File: src/rtl/flit_enq_router.sv
// flit_enq_router: steers a flit stream into one of NUM_DEST destination FIFOs.
// It locks the route on each head flit, applies per-FIFO backpressure and counts protocol errors.
`default_nettype none

module flit_enq_router #(
   parameter int FLIT_W   = 16,
   parameter int CTRL_W   = 2,
   parameter int NUM_DEST = 4,
   parameter int DEST_W   = 2,
   parameter int ERR_W    = 8
) (
   input  logic                clk,
   input  logic                rst,
   input  logic [FLIT_W-1:0]   flit_in,
   input  logic [CTRL_W-1:0]   ctrl_in,
   input  logic                valid_in,
   input  logic [DEST_W-1:0]   dest_sel,
   output logic                ready_in,
   input  logic [NUM_DEST-1:0] full_in,
   output logic [FLIT_W-1:0]   flit_out,
   output logic [CTRL_W-1:0]   ctrl_out,
   output logic [NUM_DEST-1:0] enq_en,
   output logic                busy,
   output logic                err_pulse,
   output logic [ERR_W-1:0]    err_cnt
);

   localparam logic [CTRL_W-1:0] c_CTRL_SINGLE = CTRL_W'(0);
   localparam logic [CTRL_W-1:0] c_CTRL_HEAD   = CTRL_W'(1);
   localparam logic [CTRL_W-1:0] c_CTRL_TAIL   = CTRL_W'(3);

   localparam logic [1:0] c_IDLE  = 2'd0;
   localparam logic [1:0] c_ROUTE = 2'd1;
   localparam logic [1:0] c_DROP  = 2'd2;

   localparam logic [DEST_W:0] c_NUM_DEST = (DEST_W+1)'(NUM_DEST);

   logic [1:0]          r_state;
   logic [DEST_W-1:0]   r_route;
   logic [NUM_DEST-1:0] r_enq_en;
   logic [FLIT_W-1:0]   r_flit_out;
   logic [CTRL_W-1:0]   r_ctrl_out;
   logic                r_err_pulse;
   logic [ERR_W-1:0]    r_err_cnt;

   logic                w_is_head;
   logic                w_is_single;
   logic                w_is_hs;
   logic                w_is_tail;
   logic                w_dest_bad;
   logic                w_dest_full;
   logic                w_route_full;
   logic                w_ready;
   logic                w_accept;
   logic [1:0]          w_state_nxt;
   logic [DEST_W-1:0]   w_route_nxt;
   logic                w_wr;
   logic [DEST_W-1:0]   w_wr_idx;
   logic                w_err;
   logic [NUM_DEST-1:0] w_onehot;

   always_comb begin
      w_is_head   = (ctrl_in == c_CTRL_HEAD);
      w_is_single = (ctrl_in == c_CTRL_SINGLE);
      w_is_hs     = w_is_head || w_is_single;
      w_is_tail   = (ctrl_in == c_CTRL_TAIL);
      w_dest_bad  = ({1'b0, dest_sel} >= c_NUM_DEST);

      // Out-of-range indices must never select a full bit, so look up by loop.
      w_dest_full  = 1'b0;
      w_route_full = 1'b0;
      for (int i = 0; i < NUM_DEST; i++) begin
         if (dest_sel == i[DEST_W-1:0]) w_dest_full  = full_in[i];
         if (r_route  == i[DEST_W-1:0]) w_route_full = full_in[i];
      end

      // A head/single always starts a new packet, so it uses the idle-state rule.
      if (w_is_hs)                 w_ready = w_dest_bad || !w_dest_full;
      else if (r_state == c_ROUTE) w_ready = !w_route_full;
      else                         w_ready = 1'b1;

      w_accept = valid_in && w_ready;
   end

   always_comb begin
      w_state_nxt = r_state;
      w_route_nxt = r_route;
      w_wr        = 1'b0;
      w_wr_idx    = r_route;
      w_err       = 1'b0;
      if (w_accept) begin
         if (w_is_hs) begin
            w_err = (r_state != c_IDLE) || w_dest_bad;
            if (w_dest_bad) begin
               w_state_nxt = w_is_head ? c_DROP : c_IDLE;
            end else begin
               w_wr        = 1'b1;
               w_wr_idx    = dest_sel;
               w_state_nxt = w_is_head ? c_ROUTE : c_IDLE;
               if (w_is_head) w_route_nxt = dest_sel;
            end
         end else begin
            case (r_state)
               c_IDLE:  w_err = 1'b1;
               c_ROUTE: begin
                  w_wr = 1'b1;
                  if (w_is_tail) w_state_nxt = c_IDLE;
               end
               c_DROP:  if (w_is_tail) w_state_nxt = c_IDLE;
               default: w_state_nxt = c_IDLE;
            endcase
         end
      end

      for (int i = 0; i < NUM_DEST; i++) begin
         w_onehot[i] = w_wr && (w_wr_idx == i[DEST_W-1:0]);
      end
   end

   always_ff @(posedge clk or negedge rst) begin
      if (!rst) begin
         r_state     <= c_IDLE;
         r_route     <= '0;
         r_enq_en    <= '0;
         r_flit_out  <= '0;
         r_ctrl_out  <= '0;
         r_err_pulse <= 1'b0;
         r_err_cnt   <= '0;
      end else begin
         r_state     <= w_state_nxt;
         r_route     <= w_route_nxt;
         r_enq_en    <= w_onehot;
         r_err_pulse <= w_err;
         if (w_accept) begin
            r_flit_out <= flit_in;
            r_ctrl_out <= ctrl_in;
         end
         if (w_err && (r_err_cnt != {ERR_W{1'b1}})) r_err_cnt <= r_err_cnt + 1'b1;
      end
   end

   assign ready_in  = w_ready;
   assign flit_out  = r_flit_out;
   assign ctrl_out  = r_ctrl_out;
   assign enq_en    = r_enq_en;
   assign busy      = (r_state != c_IDLE);
   assign err_pulse = r_err_pulse;
   assign err_cnt   = r_err_cnt;

endmodule

`default_nettype wire

File: config.mk
export PLATFORM = sky130hd
export DESIGN_NAME = flit_enq_router
export DESIGN_NICKNAME = d
export VERILOG_FILES = /design/src/rtl/flit_enq_router.sv
export SDC_FILE = /design/constraint.sdc
export NUM_CORES = 1
export LEC_CHECK = 0
export CORE_UTILIZATION = 55
export DETAILED_ROUTE_END_ITERATION = 6
export DONT_BUFFER_PORTS = 1
export PLACE_DENSITY = 0.75
export SYNTH_ARGS = -nofsm -noshare
export SYNTH_HDL_FRONTEND = slang
export SYNTH_SLANG_ARGS = --single-unit
File: constraint.sdc
create_clock -name clk -period 2 [get_ports clk]
set_input_delay 0.4 -clock clk [delete_from_list [all_inputs] [get_ports clk]]
set_output_delay 0.4 -clock clk [all_outputs]
set_load 0.01 [all_outputs]
==> run_results.csv <==
group,metric,value,unit
flow_run,cap_violations,0,
sta,fin_crit,1.90,ns
power_and_ir_drop,pwr-share-comb,26.0,%
power_and_ir_drop,seq_power_share,57.0,%
routing,first_pass_iters,4,
layout,nets,199,
floorplan,fp.dieH,55.9,µm
floorplan,die_area,0.00313,mm²
clocking,cts_root_buffer,"clkbuf_4",
grt,grt_pass1_vias,1143,
routing,vias,1151,
power_and_ir_drop,p_switching,741,µW
setup_path,crit_top_cell,"mux2i_1",
routing,routed_via_density,5.76,
synthesis,syn_nets,192,
grt,grt_overflow,0,
placed_design,dp.cells,191,
grt,track_usage,20.6,%
layout,final_cells,200,
sta,fin_crit_sh,94.9,%
sta,slew_violations,0,
floorplan,start_util,58.0,%
synthesis,yosysWarningCount,0,
setup_path,slowest_delay,0.43,ns
clocking,clk_pin_slew,0.10,ns
clocking,cts.sinks,34,
layout,layout_common_cells,"57 x nand2_1, 33 x dfrtp_1, 8 x nor2_1",
clocking,tritoncts,"done",
setup_path,cp_top_family,"simple AND/OR/NAND/NOR gates",
synthesis,synth_adder_area_share,2.35,%
placed_design,port-buffer-count,0,
synthesis,avgSynthCellArea,9.87,µm²
routing,drtAntennaViolNets,0,
setup_path,slowest_stage,"dfrtp_2",
synthesis,netlist_instances,162,
routing,post-route-drc-count,0,
layout,drive_above_1_share,14.2,%
placed_design,globalplace.congestion,0.808,
sta,setup_slack,0.101,ns
grt,grt_max_degree,35,
routing,wl_per_cell,14.8,µm
sta,fmax,527,MHz
synthesis,synthTopCellsByArea,"dfrtp_1 53%, nand2_1 13%, mux2i_1 3.1%",
placed_design,place_ws,0.0659,ns
synthesis,ys_ff_latch,34,
power_and_ir_drop,power.density,1150,mW/mm²
synthesis,synth-xor-area-share,3.29,%
routing,drt-initial-drc-count,83,
power_and_ir_drop,power.clock.fraction,17.0,%
power_and_ir_drop,ir_worst_vdd,825,µV
setup_path,critPathKind,"register to register",
layout,area_growth,7.51,%
power_and_ir_drop,p_int,1.24,mW
synthesis,synth_top_family_by_area,"simple AND/OR/NAND/NOR gates",
routing,wl,2950,µm
setup_path,critPathArrivalTime,2.15,ns
grt,grt_antenna_before_repair,0,
sta,setup_viol,0,
floorplan,ios,60,
sta,relSlewSlack,58.4,%
synthesis,yosys.area.top_type_share,53.2,%
clocking,numCtsBuffers,5,
sta,whs,0.170,ns
setup_path,cp.required,2.25,ns
synthesis,synth_seq_area_share,53.2,%
synthesis,yosys.area_share.simple,25.3,%
grt,grt_pass1_wl,4920,µm
sta,finalSetupTns,0,ns
synthesis,synth_compound_area_share,4.46,%
sta,hold_viol,0,
setup_path,cp.buffers_inverters,1,
setup_path,timing.critical_path.cells,"mux2i_1 > o32ai_2 > or3_1 > buf_4 > nor4_4 > mux2i_1",
power_and_ir_drop,power,1.98,mW
layout,mostFrequentLayoutCell,"nand2_1",
setup_path,cp-start-kind,"register",
power_and_ir_drop,p_leak,0.847,nW
clocking,clock_latency,0.32,ns
setup_path,crit_fanout,8,
layout,insertedDiodeCount,0,
synthesis,synth_top_area_cell,"dfrtp_1",
outcome,status,"completed",
worst_hold_path,hold_path.class,"primary input to register",
floorplan,row_count,19,
clocking,clockBufferDepth,2,
clocking,htree_levels,2,
sta,tightestPinTransition,0.620,ns
synthesis,syn_area,0.00160,mm²
floorplan,core_area,0.00276,mm²
synthesis,ys_types,31,
sta,rsz0062_at_grt,"no",
setup_path,endpoint_kind,"register",
placed_design,dp_hpwl,2160,µm
sta,finalClockSkew,0.00830,ns
floorplan,die_w,55.9,µm
power_and_ir_drop,switching_share,37.4,%
synthesis,synthMuxAreaShare,7.36,%
-- synthesized netlist by cell type --
cell type / number
a211oi_1: 3
a41oi_1: 1
and3_1: 4
buf_2: 4
buf_4: 1
buf_6: 1
clkbuf_1: 3
dfrtp_1: 34
ha_1: 3
inv_1: 4
mux2_1: 2
mux2_2: 2
mux2i_1: 5
mux2i_4: 1
nand2_1: 57
nand2b_1: 2
nand3_1: 5
nand3b_1: 2
nand4_1: 1
nor2_1: 8
nor3_1: 3
nor3_2: 1
nor4_4: 1
o21ai_0: 1
o32a_1: 1
o32ai_1: 1
o32ai_2: 1
or3_1: 2
or3b_2: 2
xnor2_1: 5
xor2_1: 1
-- registers in the layout, summed over array words and instances, names as in the netlist --
signal and flops:
r_route 2, flit_out 16, r_state 1, ctrl_out 2, enq_en 4, err_cnt 8
err_pulse 1
-- power by group through the flow --
stage	Combinational (mW)	Clock [mW]	Sequential, mW
after floorplan	0.401	0	1.09
after global placement	0.473	0	1.13
after detailed placement	0.495	0	1.14
after CTS	0.519	0.355	1.13
after global routing	0.583	0.385	1.15
final	0.515	0.337	1.13
-- path summary, 6_finish.rpt --
path                        startpoint      endpoint  slack, ns  cells after the start
setup / recovery            r_route[0]    err_cnt[6]       0.10                      6
hold / removal             flit_in[14]  flit_out[14]       0.17                      2
min in group asynchronous          rst  flit_out[12]       0.52                      2
max in group asynchronous          rst    r_route[0]       1.29                      2
setup reg to reg            r_route[0]    err_cnt[6]       0.10                      6
hold reg to reg            flit_out[5]   flit_out[5]       0.55                      2
-- per-layer routing --
metal / GRT usage, % / share of wire (%) / up-vias
met1: 24.5 / 44 / 551
met5: 0 / 0 / -
li1: - / - / 545
met2: 33.6 / 48 / 51
met3: 8.37 / 7.3 / 4
met4: 8.01 / 0.95 / 0
-- per-stage QoR --
| stage | util, % | cell area (µm²) |
|---|---|---|
| floorplan | - | 1600 |
| global placement | 59.5 | 1640 |
| detailed placement | 59.5 | 1640 |
| CTS | 62.3 | 1720 |
| global route | 62.3 | 1720 |
| finish | 62.3 | 1720 |
-- cell families (layout without fill, tap and decap cells) --
logic type	Yosys count	count (layout)
compound gates	8	8
xor+xnor	6	6
fa+ha+maj	3	3
buf+inv	13	20
flops	34	34
mux	10	10
simple gates	88	88
-- repair_timing --
item | in CTS | in global routing
gates resized for setup | 0 | 1
setup endpoints to repair | 0 | 1
hold buffers | 2 | 0
buffers inserted | 0 | 0
hold endpoints to repair | 34 | 0
-- worst reg2reg max path: cells and delay by family, from the launching register on --
family / cells / cell delay (ns)
AND/OR/NAND/NOR: 2 / 0.63
flip-flops: 1 / 0.43
buffers and inverters: 1 / 0.18
AO/OA/AOI/OAI: 1 / 0.13
multiplexers: 2 / 0.45
-- final cells by class --
| class | instances | area (µm²) |
|---|---|---|
| clock buffer | 5 | 37.5 |
| multi-input combinational | 115 | 683 |
| tap | 31 | 38.8 |
| clock inverter | 2 | 10.0 |
| timing repair buffer | 9 | 82.6 |
| sequential | 34 | 852 |
| inverter | 4 | 15.0 |
| fill | 230 | 1040 |
No activity file was read; power rests on OpenSTA's default activity.
